===== src/rtl/micro_pkg.sv =====
// micro_pkg: shared types, state addresses, dispatch codes and control-word field positions.
package micro_pkg;
  localparam int AW = 4;
  localparam int DW = 16;
  typedef logic [AW-1:0] uaddr_t;
  typedef logic [DW-1:0] cword_t;
  localparam uaddr_t FETCH    = 4'd0;
  localparam uaddr_t DECODE   = 4'd1;
  localparam uaddr_t MEMADR   = 4'd2;
  localparam uaddr_t MEMREAD  = 4'd3;
  localparam uaddr_t MEMWB    = 4'd4;
  localparam uaddr_t MEMWRITE = 4'd5;
  localparam uaddr_t EXECUTER = 4'd6;
  localparam uaddr_t EXECUTEI = 4'd7;
  localparam uaddr_t ALUWB    = 4'd8;
  localparam uaddr_t BRANCH   = 4'd9;
  localparam uaddr_t DISP1    = 4'hF;
  localparam uaddr_t DISP2    = 4'hE;
  localparam int NEXTPC_B     = 15;
  localparam int REGW_B       = 14;
  localparam int MEMW_B       = 13;
  localparam int IRWRITE_B    = 12;
  localparam int ADRSRC_B     = 11;
  localparam int RESULTSRC_HI = 10;
  localparam int RESULTSRC_LO = 9;
  localparam int ALUSRCA_B    = 8;
  localparam int ALUSRCB_HI   = 7;
  localparam int ALUSRCB_LO   = 6;
  localparam int BRANCH_B     = 5;
  localparam int ALUOP_B      = 4;
  localparam int NEXTADR_HI   = 3;
endpackage


===== src/rtl/micro_rom.sv =====
// micro_rom: combinational control store holding the default microprogram image.
module micro_rom
  import micro_pkg::*;
(
  input  uaddr_t addr,
  output cword_t word
);
  always_comb begin
    case (addr)
      FETCH:    word = 16'h9581;
      DECODE:   word = 16'h058F;
      MEMADR:   word = 16'h004E;
      MEMREAD:  word = 16'h0804;
      MEMWB:    word = 16'h4200;
      MEMWRITE: word = 16'h2800;
      EXECUTER: word = 16'h0018;
      EXECUTEI: word = 16'h0058;
      ALUWB:    word = 16'h4000;
      BRANCH:   word = 16'h0460;
      default:  word = 16'h0000;
    endcase
  end
endmodule


===== src/rtl/micro_sequencer.sv =====
// micro_sequencer: uPC register, control-store read and next-address/dispatch selection.
module micro_sequencer
  import micro_pkg::*;
(
  input  logic          clk,
  input  logic          reset,
  input  logic          en,
  input  logic [1:0]    Op,
  input  logic [5:0]    Funct,
  output logic [DW-1:0] controlWord,
  output logic [AW-1:0] uPC,
  output logic          illegal
);
  cword_t rom_word;
  uaddr_t n, nxt, disp1_adr;
  logic   ill_nxt;
  micro_rom u_rom (.addr(uPC), .word(rom_word));
  // Outputs are blanked during reset so no architectural write can fire.
  assign controlWord = reset ? '0 : rom_word;
  assign n = rom_word[NEXTADR_HI:0];
  always_comb begin
    disp1_adr = Op == 2'b00 ? (Funct[5] ? EXECUTEI : EXECUTER) :
                Op == 2'b01 ? MEMADR :
                Op == 2'b10 ? BRANCH : FETCH;
    nxt       = n == DISP1 ? disp1_adr :
                n == DISP2 ? (Funct[0] ? MEMREAD : MEMWRITE) : n;
    ill_nxt   = n == DISP1 && Op == 2'b11;
  end
  always_ff @(posedge clk or posedge reset) begin
    if (reset) begin
      uPC     <= FETCH;
      illegal <= 1'b0;
    end else if (en) begin
      uPC     <= nxt;
      illegal <= ill_nxt;
    end
  end
endmodule


===== config.mk =====
export PLATFORM = sky130hd
export DESIGN_NAME = micro_sequencer
export DESIGN_NICKNAME = d
export VERILOG_FILES = /design/src/rtl/micro_pkg.sv /design/src/rtl/micro_rom.sv /design/src/rtl/micro_sequencer.sv
export SDC_FILE = /design/constraint.sdc
export NUM_CORES = 1
export LEC_CHECK = 0
export ABC_CLOCK_PERIOD_IN_PS = 2300
export CAP_MARGIN = 10
export CORE_MARGIN = 4
export CORE_UTILIZATION = 36
export CTS_CLUSTER_DIAMETER = 40
export DETAILED_ROUTE_END_ITERATION = 12
export PLACE_DENSITY = 0.78
export SYNTH_ARGS = -nofsm -noshare
export SYNTH_HDL_FRONTEND = slang
export SYNTH_SLANG_ARGS = --single-unit

===== constraint.sdc =====
create_clock -name clk -period 2.3 [get_ports clk]
set_input_delay 0.46 -clock clk [delete_from_list [all_inputs] [get_ports clk]]
set_output_delay 0.46 -clock clk [all_outputs]
set_load 0.03 [all_outputs]

; Yosys cells after proc, flatten, opt, wreduce, memory -nomap -nowiden
; Memory sizes are Yosys's and may differ from the RTL's.
; Cells that the tools add are included.
[classes]
eq_ne = 5
mux = 8
n_reduce_logical = 2
[ops]
columns = op, count
row1 = $mux 4, 5
row2 = $mux 16, 1
row3 = $eq 4x4->1 const B, 2
row4 = $eq 2x2->1 const B, 2
row5 = $mux 3, 1
row6 = $eq 2x1->1 const B, 1
row7 = $logic_not 2->1, 1
row8 = $logic_and 1x1->1, 1
row9 = $mux 1, 1
[totals]
regBits = 5
romBits = 256
inputBits = 11
output_inout_bits = 21
elab_cells = 18
mem_count = 1
[mem_list]
columns = memory, depth, width, rd, rd_clocked_by_memory_dff, wr, line_no
row1 = (name not given), 16, 16, 1, 0, 0, micro_rom.sv:9  ; case (addr)

; Longest topological paths before layout
; Gate-level depths: netlist of the first run.
[depth]
depth_word = 5
ltp_mapped = 6
depth_no_buf = 5

; Hierarchy
; Synthesis of the first run repeated with hierarchy kept, for this count alone.
[unflattened]
cells_unflattened = 80
hier_area_um2 = 651.9
[modules_own_cells]
columns = module, instances, cells_per_inst, area_per_inst_um2, seq_area_each_um2
row1 = micro_sequencer, 1, 47, 392.9, 125.1
row2 = micro_rom, 1, 33, 259.0, 0.0

; Worst setup path before layout of the first run
; Ideal clock, no wire load.
[synth_path]
kind = register to output
from = register uPC[2]
to = output port controlWord[10]
arrival_ns = 2.320
t_required_ns = 1.840
slack_ns = -0.480
path_stages_with_launch = 4
path_buffers = 1
path_cell_list = dfrtp_1 > clkbuf_1 > nor4_1 > or2_1
[synth_between]
elab_chain_len = 2
[synth_rtl]
columns = element, line_no
row1 = start: declaration, micro_sequencer.sv:11  ; output logic [AW-1:0] uPC,
row2 = start signal: assignment, micro_sequencer.sv:34  ; uPC <= nxt;
row3 = $mem_v2 16x16, n/a
row4 = $mux 16, micro_sequencer.sv:19  ; assign controlWord = reset ? '0 : rom_word;
row5 = end: declaration, micro_sequencer.sv:10  ; output logic [DW-1:0] controlWord,
; Every way passes these cells.

; Worst setup path after layout of the first run
[layout_path]
from = register uPC[0]
to = output port controlWord[3]
; Same word-level chain as after synthesis.

==> results of run 1 <==
## synth_stat cells (all sizes together) (2+ instances only)
library cell  count
ha                5
buf               4
and3              2
nor3              7
nor3b             2
nor4              2
a211oi            3
o21ai             3
inv               7
nor2              4
dfrtp             5
or2               2
clkbuf            3
nand2             3
nor2b             2
## power by group
group / switching [mW] / internal [mW]
Combinational: 0.667 / 0.526
Clock: 0.0429 / 0.0660
Sequential: 0.0193 / 0.126
## state kept, by name, indices dropped and copies added, names as in the netlist
register,flops
uPC,4
illegal,1
## cell families (layout without fill, tap and decap cells)
logic type | Yosys count | count (layout) | synth area share (%)
DFF | 5 | 5 | 23.7
muxes | 1 | 1 | 1.90
AOI/OAI and AO/OA | 11 | 11 | 15.2
adders and majority gates | 5 | 5 | 11.8
buffers and inverters | 14 | 52 | 12.8
xor gates and xnor gates | 1 | 1 | 1.66
and+or+nand+nor | 30 | 30 | 32.9
## repair_timing
| action | CTS | global route |
|---|---|---|
| setup buffers | 0 | 0 |
| endpoints found under the setup margin | 1 | 0 |
| resized for setup | 5 | 0 |
## final cells by class
class	count	share of cell area (%)
Sequential cell	5	14.0
Timing Repair Buffer	41	36.6
Tap cell	15	2.07
Clock buffer	4	2.89
Multi-Input combinational cell	48	41.5
Inverter	7	2.89
## worst reg2reg max path, delay by kind of cell, from the launching register on
kind,cells,cell delay (ps)
adders and majority gates,1,270
and+or+nand+nor,2,850
DFF,1,360
buffers and inverters,2,230
AOI/OAI and AO/OA,1,140
## final timing paths
kind,endpoint
setup / recovery,controlWord[3]
hold / removal,illegal
setup reg to reg,uPC[1]
hold reg to reg,illegal
max in group asynchronous,uPC[1]
min in group asynchronous,uPC[0]
## layer usage
metal / GRT usage (%) / up-vias / wire, um
li1: - / 311 / -
met1: 16.2 / 280 / 610
met2: 28.0 / 23 / 738
met3: 2.73 / 3 / 125
met4: 8.52 / 0 / 23
met5: 0 / - / 0
## metrics by stage
step	setup TNS (ps)	util (%)
finish	0	68.1
global route	0	68.1
detailed placement	-152	66.5
global placement	-136	66.5
floorplan	-122	-
CTS	0	68.1
==> out/summary.md, run 1 <==
Summed over all cells, the static leakage comes to 0.437 nW. The top-area cell type share of the netlist area works out to 23.7%. The clock passes through at most 2 buffers.

Counting distinct cell types in the post-synthesis netlist gives 29. The startpoint of the most critical hold path is illegal. The tools report the area of all sequential standard cells as 128 um2. The clock-pin transition on the worst setup and hold timing paths is 50 ps. By area the synthesized netlist is led by sky130_fd_sc_hd__dfrtp_1, sky130_fd_sc_hd__ha_1, sky130_fd_sc_hd__nor3_1. The global placement routability congestion was 0.830.

The maximum number of pins on one net before global-route repair is 17, and the data arrival time of the critical path is 1750 ps. The data required time of the worst path was 1840 ps; the horizontal die dimension was 46.3 um. For the final design area excluding fillers, the log shows 908 um2.

The total congestion overflow was 0. The worst register-to-register path has a setup slack of 370 ps. The tools report the type of element launching the critical path as a flop.

The clock reaches the later pin of the worst-skew pair after 250 ps. The maximum fanout along the worst path is 2, and the total wirelength of the detailed-routed design is 1500 um. Subtracting the final worst setup slack from the clock period gives 2210 ps. After layout, the worst setup slack is 93.1 ps. The number of global-route vias before repair came out at 530. Sequential fraction of the synthesis area: 23.7%. In the layout the commonest cells are sky130_fd_sc_hd__buf_4, sky130_fd_sc_hd__clkdlybuf4s50_1, sky130_fd_sc_hd__inv_1.

The initial core utilization is 39.6%. Together, buffers and inverters on the worst path number 2. The run gives 116 as the number of cells in the design after placement. The logs give 0 for the number of violations of the max-capacitance limit and 617 for the total vias in the final route. The path type of the worst setup path was reg -> out.

The mean number of vias per cell was 5.14. Dividing total power by cell area gives a power density of 1590 nW/um2. The total area inside the core boundary comes to 1330 um2. The Yosys step of the flow raised 0 warnings. For this run, the total global-route usage over all layers was measured as 15.4%. Between clock sinks in the finished design, the worst skew comes to 2.29 ps.

The logs give 3 for the length of the first detailed-routing pass in iterations and 13 for the row count. The signal on the critical path passes through inv_1 > ha_4 > or3b_4 > nor2_4 > or2_4 > buf_2. The peak per-stage delay on the critical path came out at 390 ps. Initial antenna violation count: 0.

The number of antenna-violating nets in the routed design was 0; the signed area change from the synthesized netlist to the final layout was 72.0%. The floorplan step defined a die boundary enclosing 2140 um2. The placed instance area came out at 887 um2. In this design, the largest share of critical-path delay is due to simple AND/OR/NAND/NOR gates. After synthesis, the share of flip-flops with an asynchronous set or reset is 100%.

The post-detailed-placement half-perimeter wirelength is 1170 um. The final routed wire length divided by cell count is 12.5 um. The number of clock buffers added by TritonCTS is 3. In the final layout, the multi-input gates occupy 377 um2. The startpoint identified for the worst register-to-register timing path is uPC[0]. The library cell used most frequently in the layout, excluding fill and tap cells, is sky130_fd_sc_hd__buf_4.

The run gives 1.45 mW as the overall power after layout. The H-tree depth is 1, and the worst slew slack as a fraction of its limit is 79.5%. The total count of max-transition violations in the final report was 0. The number of setup violations in the final report is 0, and the number of buffers inserted by hold repair at cts is 0. The run gives 0 as the antenna cell count. The run finished with clean final reports. The critical path starts at uPC[0]. OpenSTA, run right after detailed placement, puts the worst setup slack at -152 ps. For this run, the leading register cell type out of synthesis is sky130_fd_sc_hd__dfrtp_1.

For the maximum vdd ir drop, the log shows 0.826 mV. The min-delay analysis places its worst path in the category reg -> reg. The net count of the finished layout is 122.

The finished layout holds 120 standard cells, fillers aside. Of the available clock period, the critical path in the final layout requires 96.0%. The synthesized flop and latch total works out to 5. At the pin with the least slew margin, the transition time is 306 ps.

On the final layout, the worst hold slack is 511 ps. The detailed router finished its first iteration with 5 violations. For this run, the top clock speed supported by timing is 453 MHz. TritonCTS built the clock tree. When the netlist entered floorplanning its net count stood at 83.

The tools report the clock tree root buffer cell as sky130_fd_sc_hd__clkbuf_4. The critical path crosses 6 cells after its start point. The fraction of layout instances using a drive strength above 1 works out to 40.0%. The tools report the post-synth design cell area as 528 um2. The die height came out at 46.3 um. The worst setup path is captured at an output port. The logs give 0 for the final count of hold timing violations and 122 for the count of filler cells inserted in the layout. The number of synthesized flops with an enable pin was 0; the global-route wire length before repair was 2310 um.

The dominant cell type by area after synthesis was sky130_fd_sc_hd__dfrtp_1. Synthesis handed over a netlist of 67 instances. Counting cells, the worst reg-to-reg path comes to 6.

Quantity of I/O buffers inserted on ports: 27. In the routed design, unresolved DRC markers number 0. The number of stages on the worst hold path works out to 1. The per-instance average area after synthesis works out to 7.88 um2.

The slowest stage of the critical path is the sky130_fd_sc_hd__or3b_4 cell. 32 I/O pins were placed. Setup repair after global routing left no endpoint under its margin. The clock net in this run drives a total of 5 sinks.
No activity file was read; power rests on OpenSTA's default activity.
==> run 2: changes to the inputs <==
PLACE_DENSITY = 0.79   (was 0.78)
==> run 2 against run 1 <==
  * Clock power shrank 6%
  * Sequential cell count stayed put
  * Final cell count did not move
  * Utilization unchanged
  * Critical path depth stayed put
  * Critical path type unchanged
==> out/summary.md, run 2 (synthesis gave the netlist of run 1 again) <==
For the starting DRC count in detailed routing, the log shows 12 (+7). The largest registers in the layout are uPC x4, illegal x1. The die height works out to 46.3 um (unchanged). In the layout the commonest cells are sky130_fd_sc_hd__buf_4, sky130_fd_sc_hd__clkdlybuf4s50_1, sky130_fd_sc_hd__inv_1.

The logs give 908 um2 (unchanged) for the final design area excluding fillers and 2140 um2 (unchanged) for the area of the die. The internal power component was 717 uW (-0.23%). The classification of the worst-slack hold path is reg -> reg.

The antenna cell count was 0 (unchanged). The commonest non-fill, non-tap cell in the layout was sky130_fd_sc_hd__buf_4. Total wirelength of the detailed-routed design: 1540 um (+2.7%). The total number of clock tree sinks is 5 (unchanged). The share of the clock period used by the worst path after layout was 94.9% (-1.1 points).

The global placement routability congestion is 0.764 (-8.0%), and the portion of total power attributed to sequential cells is 10.2% (about the same). The power per cell area was 1590 nW/um2 (-0.38%); the total negative setup slack was 0 ps (unchanged). For the overall power after layout, the log shows 1.44 mW (-0.38%). The DRC violations left came out at 0 (unchanged).

The logs give 1330 um2 (unchanged) for the area inside the core boundary and 78.9% (-0.61 points) for the worst slew slack as a fraction of its limit. The final count of hold timing violations was 0 (unchanged). Path type of the worst setup path: reg -> out. The initial core utilization is 39.6% (unchanged). The time the final worst path needs with I/O delays and setup was 2180 ps (-25.3 ps).

For the setup clock skew after layout, the log shows 2.55 ps (+0.254 ps). The number of buffers inserted to repair setup after CTS was 0 (unchanged); the clock-pin transition on the worst setup and hold timing paths was 50 ps (about the same). The cell leakage power is 0.437 nW (unchanged), and the signed area change from the synthesized netlist to the final layout is 72.0% (unchanged). STA classifies the critical path endpoint as an output port. The final layout net count is 122 (unchanged). The horizontal die dimension is 46.3 um (unchanged), and the number of top-level pins is 32 (unchanged). The length of the first detailed-routing pass in iterations came out at 4 (+1). The maximum fanout along the worst path was 2 (unchanged).

Ranked by flip-flop count, first place goes to uPC. Proportion of total power due to net switching: 50.3% (-0.072 points). The final routed wire length divided by cell count came out at 12.8 um (+2.7%). The total vias in the final route was 621 (+0.65%). The fraction of layout instances using a drive strength above 1 is 40.0% (unchanged), and the H-tree depth is 1 (unchanged). The data arrival time of the critical path was 1720 ps (-30 ps). The number of non-filler instances in the completed layout was 120 (unchanged); the maximum operating frequency was 458 MHz (+1.2%). The logs give 121 (-0.82%) for the count of filler cells inserted in the layout and 1840 ps (about the same) for the data required time of the worst path. The multi-input logic area was 377 um2 (unchanged); the total congestion overflow was 0 (unchanged). The logs give 2 (unchanged) for the maximum clock insertion buffer count and 15.7% (+0.36 points) for the overall global routing resource usage.

The logs give 0 (unchanged) for the number of antenna-violating nets in the routed design and 17 (unchanged) for the maximum number of pins on one net before global-route repair. Number of violations of the max-capacitance limit: 0 (unchanged). The area of all sequential standard cells was 128 um2 (unchanged). The tools report the switching component of the power as 726 uW (-0.52%). The row count came out at 13 (unchanged). The maximum vdd ir drop came out at 0.711 mV (-14%). The tools report the clock latency on the worst-skew pair as 240 ps (about the same). The number of cells in the design after placement is 116 (unchanged). The mean number of vias per cell is 5.18 (+0.65%), and the number of global-route vias before repair is 579 (+9.2%). Setup repair after global routing left no endpoint under its margin.

The initial antenna violation count was 0 (unchanged). The post-detailed-placement half-perimeter wirelength came out at 1200 um (+2.2%). The transition time at the pin with the least slew margin works out to 315 ps (+9.14 ps). The clock share of power is 7.1% (-0.4 points), and the worst hold slack across all endpoints is 515 ps (+3.20 ps). TritonCTS built the clock tree.

Placed instance area: 887 um2 (unchanged). The run gives 0 (unchanged) as the total count of max-transition violations in the final report. The quantity of I/O buffers inserted on ports was 27 (unchanged); the flip-flop count of the largest register after layout was 4 (unchanged). The tools report the global-route wire length before repair as 2400 um (+3.9%).

CTS placed an instance of sky130_fd_sc_hd__clkbuf_4 at the clock tree root. The number of buffers created by CTS is 3 (unchanged), and the number of setup violations in the final report is 0 (unchanged). Type of element launching the critical path: a flop.

The run finished with clean final reports. Part of the total power dissipated in combinational logic: 82.7% (+0.3 points).
[run 2: per-stage QoR]
step	setup slack, ps	util (%)
floorplan	-60.7	-
global placement	-154	66.5
detailed placement	-163	66.5
CTS	1.85	68.6
global route	56.3	68.1
finish	118	68.1
[run 2: what timing repair did]
action	4_1_cts	5_1_grt
hold buffers	0	0
gates resized for setup	3	2
endpoints found under the setup margin	1	1
[run 2: worst max-delay path: stages, from the launching register on]
cell,delay (ps)
sky130_fd_sc_hd__dfrtp_2,350
sky130_fd_sc_hd__inv_1,80
sky130_fd_sc_hd__ha_4,260
sky130_fd_sc_hd__or3b_4,390
sky130_fd_sc_hd__nor2_4,110
sky130_fd_sc_hd__or2_4,110
sky130_fd_sc_hd__buf_2,180
[run 2: metal layers]
| layer | GRT usage [%] | routed length [um] | share of wire [%] |
|---|---|---|---|
| met3 | 1.56 | 132 | 8.6 |
| met1 | 14.2 | 599 | 39 |
| met4 | 9.66 | 10 | 0.65 |
| met5 | 0 | 0 | 0 |
| met2 | 31.9 | 795 | 52 |
[run 2: final timing paths]
kind / start / to / slack [ps] / cells after the start
min in group asynchronous: reset / uPC[2] / 850 / 5
min: illegal / illegal / 510 / 1
max reg2reg: uPC[0] / uPC[1] / 390 / 6
max: uPC[0] / controlWord[3] / 120 / 6
max in group asynchronous: reset / uPC[1] / 1330 / 5
min reg2reg: illegal / illegal / 510 / 1
[run 2: power groups by stage]
| stage | logic (mW) | registers, mW | clock network [mW] |
|---|---|---|---|
| after floorplan | 0.700 | 0.240 | 0 |
| after global placement | 1.19 | 0.147 | 0 |
| after detailed placement | 1.20 | 0.149 | 0 |
| after CTS | 1.21 | 0.147 | 0.107 |
| after global routing | 1.29 | 0.151 | 0.110 |
| final | 1.19 | 0.147 | 0.102 |
[run 2: layout make-up]
cell class / count / share of cell area [%]
well taps: 15 / 2.07
clock buffers: 4 / 2.89
inverters: 7 / 2.89
multi-input cells: 48 / 41.5
repair buffers: 41 / 36.6
flip-flops and latches: 5 / 14.0
==> run 3: changes to the inputs <==
CAP_MARGIN = 0   (was 10)
CTS_CLUSTER_SIZE = 30   (was not set)
==> results of run 3 <==
Same layout as run 2: the final DEF is identical, and so are final timing and power.
